<file path="src/rtl/gcn_memory_loader.sv">
// Write-side loader for the GCN scratch memory: places a valid/ready word stream
// at weight addresses 0..WEIGHT_COLS-1, then at feature addresses FEATURE_BASE+row.
module gcn_memory_loader #(
  parameter int               FEATURE_ROWS          = 6,
  parameter int               WEIGHT_COLS           = 3,
  parameter int               DATA_WIDTH            = 16,
  parameter logic [12:0]      FEATURE_BASE          = 13'h200,
  parameter int               COUNTER_WEIGHT_WIDTH  = $clog2(WEIGHT_COLS),
  parameter int               COUNTER_FEATURE_WIDTH = $clog2(FEATURE_ROWS)
) (
  input  logic                             clk,
  input  logic                             reset_n,
  input  logic                             start,
  input  logic                             in_valid,
  input  logic [DATA_WIDTH-1:0]            in_data,
  output logic                             in_ready,
  output logic                             write_enable,
  output logic [12:0]                      write_address,
  output logic [DATA_WIDTH-1:0]            write_data,
  output logic [COUNTER_WEIGHT_WIDTH-1:0]  weight_count,
  output logic [COUNTER_FEATURE_WIDTH-1:0] feature_count,
  output logic                             busy,
  output logic                             load_done
);

  typedef enum logic [1:0] {
    IDLE         = 2'd0,
    LOAD_WEIGHT  = 2'd1,
    LOAD_FEATURE = 2'd2,
    DONE         = 2'd3
  } state_t;

  localparam logic [COUNTER_WEIGHT_WIDTH-1:0]  WEIGHT_LAST  = COUNTER_WEIGHT_WIDTH'(WEIGHT_COLS - 1);
  localparam logic [COUNTER_FEATURE_WIDTH-1:0] FEATURE_LAST = COUNTER_FEATURE_WIDTH'(FEATURE_ROWS - 1);

  state_t                           state_r;
  logic                             write_enable_r;
  logic [12:0]                      write_address_r;
  logic [DATA_WIDTH-1:0]            write_data_r;
  logic [COUNTER_WEIGHT_WIDTH-1:0]  weight_count_r;
  logic [COUNTER_FEATURE_WIDTH-1:0] feature_count_r;
  logic                             busy_r;
  logic                             load_done_r;

  logic                             ready_s;
  logic                             transfer_s;
  logic [12:0]                      target_address_s;

  // Ready is decoded straight from state so the upstream sees it in the same cycle.
  always_comb begin
    ready_s          = 1'b0;
    target_address_s = 13'd0;
    if ((state_r == LOAD_WEIGHT) || (state_r == LOAD_FEATURE)) begin
      ready_s = 1'b1;
    end else begin
      ready_s = 1'b0;
    end
    if (state_r == LOAD_WEIGHT) begin
      target_address_s = 13'(weight_count_r);
    end else begin
      target_address_s = FEATURE_BASE + 13'(feature_count_r);
    end
  end

  assign transfer_s = in_valid && ready_s;

  // Load sequencer and registered memory write port.
  always_ff @(posedge clk or negedge reset_n) begin
    if (!reset_n) begin
      state_r         <= IDLE;
      write_enable_r  <= 1'b0;
      write_address_r <= 13'd0;
      write_data_r    <= '0;
      weight_count_r  <= '0;
      feature_count_r <= '0;
      busy_r          <= 1'b0;
      load_done_r     <= 1'b0;
    end else begin
      write_enable_r <= transfer_s;
      if (transfer_s) begin
        write_address_r <= target_address_s;
        write_data_r    <= in_data;
      end

      case (state_r)
        IDLE, DONE: begin
          // start is only honoured outside an active load
          if (start) begin
            state_r         <= LOAD_WEIGHT;
            weight_count_r  <= '0;
            feature_count_r <= '0;
            busy_r          <= 1'b1;
            load_done_r     <= 1'b0;
          end
        end
        LOAD_WEIGHT: begin
          if (transfer_s) begin
            if (weight_count_r == WEIGHT_LAST) begin
              state_r         <= LOAD_FEATURE;
              feature_count_r <= '0;
            end else begin
              weight_count_r <= weight_count_r + COUNTER_WEIGHT_WIDTH'(1);
            end
          end
        end
        LOAD_FEATURE: begin
          if (transfer_s) begin
            if (feature_count_r == FEATURE_LAST) begin
              state_r     <= DONE;
              busy_r      <= 1'b0;
              load_done_r <= 1'b1;
            end else begin
              feature_count_r <= feature_count_r + COUNTER_FEATURE_WIDTH'(1);
            end
          end
        end
        default: begin
          state_r     <= IDLE;
          busy_r      <= 1'b0;
          load_done_r <= 1'b0;
        end
      endcase
    end
  end

  assign in_ready      = ready_s;
  assign write_enable  = write_enable_r;
  assign write_address = write_address_r;
  assign write_data    = write_data_r;
  assign weight_count  = weight_count_r;
  assign feature_count = feature_count_r;
  assign busy          = busy_r;
  assign load_done     = load_done_r;

endmodule

</file>
<file path="config.mk">
export PLATFORM = sky130hd
export DESIGN_NAME = gcn_memory_loader
export DESIGN_NICKNAME = d
export VERILOG_FILES = /design/src/rtl/gcn_memory_loader.sv
export SDC_FILE = /design/constraint.sdc
export NUM_CORES = 1
export LEC_CHECK = 0
export CAP_MARGIN = 20
export CORE_AREA = 2 2 53 79
export CTS_BUF_LIST = sky130_fd_sc_hd__clkbuf_4
export CTS_CLUSTER_SIZE = 24
export DETAILED_ROUTE_END_ITERATION = 6
export DIE_AREA = 0 0 55 81
export GPL_TIMING_DRIVEN = 0
export PLACE_DENSITY = 0.76
export SKIP_LAST_GASP = 1
export SLEW_MARGIN = 20
export SYNTH_ARGS = -nofsm -noshare
export SYNTH_HDL_FRONTEND = slang
export SYNTH_SLANG_ARGS = --single-unit
</file>
<file path="constraint.sdc">
create_clock -name clk -period 2.15 [get_ports clk]
set_input_delay 0.43 -clock clk [delete_from_list [all_inputs] [get_ports clk]]
set_output_delay 0.43 -clock clk [all_outputs]
set_load 0.005 [all_outputs]
</file>
## Word level (Yosys, flattened, before mapping)

Cells that the tools add are included.

- $add $sub $neg: 3
- Equal/unequal tests: 12
- Mux-type cells: 26
- Reduce and logical (&&, ||, !) cells: 10

Operators by type and width:

| kind | count |
|---|---|
| $mux 2 | 8 |
| $mux 3 | 5 |
| $add 10x3->11 const A | 1 |
| $mux 11 | 1 |
| $ne 2x2->1 const B | 5 |
| $reduce_and 5->1 | 2 |
| $pmux 3 s3 | 1 |
| $reduce_and 4->1 | 2 |
| $mux 1 | 7 |
| $eq 2x2->1 const B | 3 |
| $pmux 2 s3 | 1 |
| $ne 2x1->1 const B | 2 |
| $pmux 1 s2 | 2 |
| $pmux 2 s2 | 1 |
| $reduce_bool 2->1 | 2 |
| $add 3x1->3 const B | 1 |
| $eq 3x3->1 const B | 1 |
| $add 2x1->2 const B | 1 |
| $eq 2x1->1 const B | 1 |
| $logic_not 2->1 | 1 |
| $reduce_or 2->1 | 1 |
| $logic_and 1x1->1 | 1 |
| $logic_or 1x1->1 | 1 |

- Bits in registers: 39
- Input bits: 20
- Logic and storage cells: 59

## Logic depth before layout (Yosys ltp)

Gate-level depths: netlist of run 1.

- Depth after elaboration: 6
- Mapped depth: 8
- Depth with buffers taken out: 6

## Least setup slack after synthesis of run 1

Ideal clock, no wire load.

- Path kind: register to register
- Start: reg state_r[0]
- End: reg feature_count_r[2], in the netlist feature_count[2]
- Arrival time: 1.888 ns
- Required time: 2.024 ns
- Slack: 0.136 ns
- Cell stages (with the launch flop): 8
- Path through: dfrtp_1 -> inv_1 -> ha_1 -> nand2b_1 -> buf_6 -> a2111oi_4 -> nand2_2 -> a221o_1

- Longest elaborated chain between the ends: 6

Ends and longest elaborated chain:

| element | line | RTL |
|---|---|---|
| start, declared | 36 | `state_t state_r;` |
| start signal, assigned | 70 | `state_r <= IDLE;` |
| start signal, assigned | 89 | `state_r <= LOAD_WEIGHT;` |
| start signal, assigned | 99 | `state_r <= LOAD_FEATURE;` |
| $eq 2x1->1 or $eq 2x2->1 (tied branches) | 53, 85 |  |
| $logic_or 1x1->1 | 53 | `if ((state_r == LOAD_WEIGHT) \|\| (state_r == LOAD_FEATURE)) begin` |
| $mux 1 | 53 |  |
| $logic_and 1x1->1 | 65 | `assign transfer_s = in_valid && ready_s;` |
| $ne 2x2->1 (no line) | - |  |
| $reduce_and 5->1 (no line) | - |  |
| end signal, assigned | 113 | `feature_count_r <= feature_count_r + COUNTER_FEATURE_WIDTH'(1);` |
| end, declared | 41 | `logic [COUNTER_FEATURE_WIDTH-1:0] feature_count_r;` |

Several ways; a longest one is shown, not always the timed one.
A chain may end at the register's enable or synchronous reset.

## Worst setup path in the final report of run 1

- Start: reg state_r[0]
- End: out in_ready

- Longest elaborated chain between the ends: 3

Ends and longest elaborated chain:

| element | line | RTL |
|---|---|---|
| $eq 2x1->1 or $eq 2x2->1 (tied branches) | 53 |  |
| $logic_or 1x1->1 * | 53 |  |
| $mux 1 * | 53 |  |
| end, declared | 16 | `output logic in_ready,` |

Mark *: on every way between the ends. The rest lies on a longest branch, timed or not.

==> results, run 1 <==
- Compared with the post-synthesis result, the final layout area differs by 43.4%.
- In this run, the number of DRC markers left after iteration 0 of detailed routing was 12.
- The post-synthesis cell area is roughly 1500 um^2.
- The power density of the placed cells is 1320 nW/um^2.
- The initial antenna violation count is 0.
- The routed wire length is 2890 um.
- The tool flagged a number of max-cap violations equal to 0.
- In this run the clock root is driven by a clkbuf_4.
- Setup repair after global routing left no endpoint under its margin.
- The routed via count divided by cell count is roughly 4.5.
- The clock net in this run drives a total of 30 sinks.
- Sorting the synthesized cells by area gives the leading types as dfrtp_1, nand2_1, ha_1.
- Of the cells placed in the final design, the portion with a size suffix greater than 1 is 11.2%.
- The post-synthesis register bit count is 30.
- The maximum VDD drop is 0.867 mV.
- The overall global routing resource usage is 14.8%.
- The count of buffers from port buffering is between 40 and 50.
- The count of nets left with antenna violations after detail routing is 0.
- Of the available clock period, the critical path in the final layout requires 93.9%.
- The worst clock skew is ~5.2 ps.
- In this run the deepest clock path goes through 2 buffers.
- During synthesis, Yosys emitted a total of 0 warnings.
- The final total power is 2.75 mW.
- Traced cell by cell, the critical path runs through inv_2, ha_4, inv_1, clkdlybuf4s50_1.
- The final estimated routing congestion in global placement is between 0.8 and 0.9.
- Pin placement for this block handled 58 I/O pins.
- The floorplan die width is 55 um.
- The worst setup path is launched from a flop.
- Entering global routing, the biggest net connects 31 pins.
- The fraction of post-synthesis cell area in the top cell type by area is approximately half.
- The floorplan core area is 3850 um^2.
- After clock tree synthesis, the flow added hold-fix buffers numbering 0.
- The H-tree generated during clock tree synthesis spans 2 levels.
- The kind of cell with the highest combined delay along the critical path is buffers and inverters.
- The remaining design rule violation count is 0.
- The endpoint class of the critical path is an output port.
- Once the floorplan was initialized, standard cells occupied a little under two fifths of the core.
- The full die area is 4460 um^2.
- Detailed placement finished with a half-perimeter wire length of 2150 um.
- Across all hold checks on the routed design, the worst slack comes to 130 ps.
- The maximum frequency from static timing analysis is around 500 MHz.
- The first global-routing pass estimated between 4000 and 5000 um of wire.
- For this run, the post-layout net count is around 240.
- The CTS clock-pin slew for the worst setup and hold paths is 90 ps.
- In the synthesized netlist, the cells that appear most often are nand2_1, dfrtp_1, buf_4.
- For this run the aggregate overflow at the end of global routing stands at 0.
- Buffers inserted during clock tree synthesis total 5.
- After clock tree synthesis, the setup repair step added 0 buffers.
- The transition time at the pin with the least slew margin is 661 ps.
- The repair_antennas step left the layout with diodes totalling 0.
- The synthesized design contains 0 enable-type register cells.
- The cell count after synthesis is around 150.
- After synthesis, the netlist uses 28 different library cells.
- Summing all flip-flop and latch instances after layout gives around 750 um^2.
- Once layout is done, the placed cells without fillers occupy 2080 um^2.
- For the worst-skew pair, the clock arrives at the later sink with an insertion delay of 320 ps.
- The via total after detailed routing is 1161.
- The max-slew violation count is 0.
- The maximum fanout encountered on the critical timing path is 7.
- After detailed routing, the average wire length per cell comes to ~11 um.
- The leakage component of the power is 1.03 nW.
- The number of iterations in the first detailed-routing pass is 4.
- The kind of critical path is flop to output port.
- The final critical path time including I/O delays and setup is roughly 2000 ps.
- The data arrival time of the worst path is 1590 ps.
- The synthesized area per cell is 9.55 um^2.
- The run finished with clean final reports.
- The final count of negative-setup-slack endpoints is 0.
- After floorplanning, the core was divided into 28 placement rows.
- Counting both buffers and inverters, the worst setup path holds a total of 3.
- The filler cells instantiated in the layout total 368.
- The via count of the first global-routing pass is 1071.
- The min-delay analysis places its worst path in the category primary input to async pin.
- The sequential area share after synthesis is 51.7%.
- The placement-stage cell area is 2010 um^2.
- The overall die height is about 81 um.
- The async set-or-reset flop fraction in the synthesized netlist is 100%.
- In the final layout, the multi-input gates occupy 634 um^2.
- The slowest stage of the critical path belongs to the cell clkdlybuf4s50_1.
- The number of endpoints with negative hold slack in the final report was 0.
- The largest total area in the synthesized netlist belongs to dfrtp_1.
- TritonCTS built the clock tree.
- For this run, the slowest stage of the critical path takes 480 ps.
- Headroom to the max-slew limit came out at approximately 56%.
- The most common cell in the synthesized netlist is nand2_1.
- For the worst setup path, the data required time is 1720 ps.
- In the synthesized netlist the dominant register cell turns out to be dfrtp_1.
==> layer usage <==
layer	wire, um	GRT usage, %	part of all wire (%)	vias to the layer above
met4	58	6.59	2.0	0
met1	1170	17.3	41	523
li1	-	-	-	590
met2	1400	23.5	48	43
met5	0	0	0	-
met3	257	5.70	8.9	5
==> power breakdown <==
| part | internal [mW] | switching [mW] |
|---|---|---|
| Clock | 0.117 | 0.181 |
| Sequential | 0.804 | 0.141 |
| Combinational | 0.843 | 0.668 |
| Total | 1.76 | 0.990 |
==> cell usage in the layout, fill, tap and decap left out, drive strengths merged <==
cell	n
nor3b	1
buf	11
nand3b	1
mux2	1
conb	9
a2111oi	1
mux2i	6
clkinv	3
ha	7
a221o	1
inv	6
a21oi	2
xnor2	1
nand2	60
nand3	1
clkbuf	8
nand2b	3
dfrtp	30
clkdlybuf4s50	47
nor2	3
a21o	1
o21ai	4
nand4	1
nor2b	4
and3b	1
a21boi	1
o22a	1
==> path summary, 6_finish.rpt <==
check / startpoint / to / slack [ps] / depth (start not counted)
max reg2reg: state_r[0]$_DFFE_PN0P_ / feature_count[2]$_DFFE_PN0P_ / 170 / 7
min in group clk: write_address[2]$_DFFE_PN0P_ / write_address[2]$_DFFE_PN0P_ / 480 / 2
min reg2reg: write_address[2]$_DFFE_PN0P_ / write_address[2]$_DFFE_PN0P_ / 480 / 2
max in group asynchronous: reset_n / feature_count[1]$_DFFE_PN0P_ / 1590 / 1
max: state_r[0]$_DFFE_PN0P_ / in_ready / 130 / 4
min: reset_n / write_data[15]$_DFFE_PN0P_ / 130 / 1
==> through the flow <==
stage / util, % / std cells / worst slack, ps / setup TNS (ps)
after floorplan: - / 160 / 136 / 0
after global placement: 52.4 / 253 / -47.9 / -51.7
after detailed placement: 52.2 / 253 / -63.1 / -104
after CTS: 53.8 / 260 / 47.9 / 0
after global routing: 54.0 / 260 / 20.5 / 0
final: 54.0 / 260 / 130 / 0
==> sequential cells by signal (all words and copies together) (netlist names) <==
name,count
write_enable,1
write_data,16
write_address,4
feature_count,3
busy,1
weight_count,2
load_done,1
state_r,2
==> logic make-up after synthesis <==
logic type               count (synthesis)  share of synthesized area, %
other                                    1                         0.258
flip-flops                              30                          51.7
buffers and inverters                   20                          8.02
AND/OR/NAND/NOR                         75                          21.9
AO/OA/AOI/OAI                           11                          6.55
adder cells (fa/ha/maj)                  7                          6.03
XOR/XNOR                                 1                         0.604
multiplexers                             7                          4.91
==> final cells by class <==
class | instances | area share (%)
plain buffers | 13 | 4.33
clock buffers | 5 | 1.80
clock inverters | 2 | 0.481
inverters | 7 | 1.26
multi-input cells | 110 | 30.5
flip-flops and latches | 30 | 36.1
well taps | 45 | 2.71
repair buffers | 48 | 22.9
==> repair_timing <==
action,CTS,global route
pin swaps,0,1
endpoints found under the setup margin,3,4
resized for setup,2,2
hold endpoints to repair,0,0
Power figures use the tool's default switching activity.
==> run 2, diff against run 1 <==
Settings changed: RECOVER_POWER from default to 50.
==> run 2 against run 1 <==
  * The run now ends with capacitance limit, slew limit left
  * Non-clock buffer count unchanged
  * Clock skew hardly changed
  * Setup slack about the same
  * Sequential share of layout area is essentially flat
  * Routed wire length decreased by 0.17%
  * Critical path depth unchanged
  * Largest power group unchanged
  * Critical path type unchanged
==> results, run 2 (synthesis results as in run 1) <==
- The worst setup path is captured at an output port.
- The full die area is 4460 um^2.
- The cts-stage hold buffer count is 0.
- Entering global routing, the biggest net connects 31 pins.
- The floorplan die width is 55 um.
- The count of standard-cell rows is 28.
- After routing the design area is 2080 um^2.
- The global-route wire length before repair is 4710 um.
- The flip-flop count of the largest register after layout is 16.
- Walking the worst path, the cells encountered are inv_2, ha_4, inv_1, clkdlybuf4s50_1.
- The number of setup buffers added after CTS is 0.
- Leaving out fill and tap cells, the most frequent cells in the layout are nand2_1, clkdlybuf4s50_1, dfrtp_1.
- The commonest non-fill, non-tap cell in the layout is nand2_1.
- Of the available clock period, the critical path in the final layout requires 93.9%.
- The count of buffers from port buffering is 48.
- Setup repair after global routing left no endpoint under its margin.
- Between clock sinks in the finished design, the worst skew comes to 5.20 ps.
- The power density of the placed cells is approximately 1300 nW/um^2.
- For this design, the slowest cell found on the critical path is clkdlybuf4s50_1.
- The HPWL reported at the end of detailed placement is 2150 um.
- The maximum fanout encountered on the critical timing path is 7.
- The routed length per placed instance is between 10 and 15 um.
- The final critical path time including I/O delays and setup is 2020 ps.
- Summed over all cells, the static leakage comes to 1.04 nW.
- For this run the aggregate overflow at the end of global routing stands at 0.
- Hold timing on the final database bottoms out at a slack of 476 ps.
- At the pin with the least slew margin, the transition time is 1580 ps.
- For this design the top-level I/O count stands at 58.
- The initial core utilization is 37.7%.
- The final core utilization is 54.0%.
- The final total power is 2.72 mW.
- For the worst setup path, the data required time is 1720 ps.
- The run finished, with violations left.
- For this block, the via count after detailed routing is 1162.
- Cells with a size suffix above 1 make up 10.7% of the layout.
- The longest clock path from root to sink contains 2 buffers.
- The overall die height is 81 um.
- Before antenna repair, the detailed router went through 4 iterations.
- The final count of negative-setup-slack endpoints is 0.
- The count of nets left with antenna violations after detail routing is 0.
- The number of sinks driven by the clock tree is 30.
- The final estimated routing congestion in global placement is 0.831.
- Clock tree synthesis selected as its root buffer the cell clkbuf_4.
- The count of H-tree levels built during CTS is 2.
- The remaining design rule violation count is 0.
- The worst-case headroom to the max-slew limit is -5.14%.
- The number of endpoints with negative hold slack in the final report is 0.
- IR analysis of the VDD net gives a maximum drop of 0.866 mV.
- The routed design has 2880 um of wire.
- The placement-stage cell area is 2010 um^2.
- The number of buffers created by CTS is 5.
- The overall global routing resource usage is 14.8%.
- From synthesis to final layout, the design area changed by 43.3%.
- STA classifies the critical path startpoint as a flop.
- Data on the critical path arrives at its endpoint at 1590 ps.
- The number of DRC markers in iteration 0 is 12.
- The max-slew violation count was 31.
- The via count of the first global-routing pass was 1071.
- The maximum single-stage delay on the critical path is 480 ps.
- The count of antenna diodes in the layout is 0.
- Max-cap violations in this run came to 1.
- In this run the standard cell core region covers slightly below 4000 um^2.
- The CTS tree is built.
- The final reports fail on capacitance limit, slew limit.
- Timing would allow up to 495 MHz.
- The path type of the worst min-delay path is flop to flop.
- The clock reaches the later pin of the worst-skew pair after 320 ps.
- The final-stage net count is 242.
- Setup total negative slack on the finished layout was measured at 0 ps.
- The routed via count divided by cell count is 4.47.
- The initial antenna violation count is 0.
- After clock tree synthesis, the clock-pin slew on the worst setup and hold paths is 90 ps.
- The kind of critical path is flop to output port.
[run 2: where the power goes]
part / switching, mW / internal (mW) / leakage (nW) / total [mW]
clock network: 0.181 / 0.117 / 0.0308 / 0.298
logic: 0.668 / 0.812 / 0.633 / 1.48
registers: 0.137 / 0.804 / 0.375 / 0.941
total: 0.986 / 1.73 / 1.04 / 2.72
[run 2: what timing repair did]
action                                  in CTS  in global routing
gates resized for setup                      2                  2
endpoints found under the setup margin       3                  4
pin swaps                                    0                  1
[run 2: area by class of cell]
type                       instances  area (um^2)
buffer                            13         90.1
clock buffer                       5         37.5
clock inverter                     2         10.0
fill                             369         1770
inverter                           7         26.3
multi-input combinational        110          634
sequential                        30          751
tap                               45         56.3
timing repair buffer              48          474
[run 2: layer usage]
metal  GRT usage (%)  share of wire [%]  up-vias
met1            17.3                 40      523
met2            23.5                 48       43
met5               0                  0        -
li1                -                  -      591
met3            5.70                9.0        5
met4            6.59                2.0        0
[run 2: critical path: cells and delay by family, from the launching register on]
family     cells  cell delay, ps
fa+ha+maj      1             230
buf+inv        3             630
flops          1             410
[run 2: metrics by stage]
stage	instances	worst slack, ps
CTS	260	47.9
finish	260	131
global placement	253	-47.9
global route	260	20.5
floorplan	160	136
detailed placement	253	-63.1
[run 2: final timing paths]
kind	from	endpoint	slack [ps]	depth (start not counted)
max	state_r[0]$_DFFE_PN0P_	in_ready	130	4
min	write_address[2]$_DFFE_PN0P_	write_address[2]$_DFFE_PN0P_	480	2
max reg2reg	state_r[0]$_DFFE_PN0P_	feature_count[2]$_DFFE_PN0P_	170	7
min reg2reg	write_address[2]$_DFFE_PN0P_	write_address[2]$_DFFE_PN0P_	480	2
max in group asynchronous	reset_n	feature_count[1]$_DFFE_PN0P_	750	1
min in group asynchronous	reset_n	write_data[15]$_DFFE_PN0P_	490	1
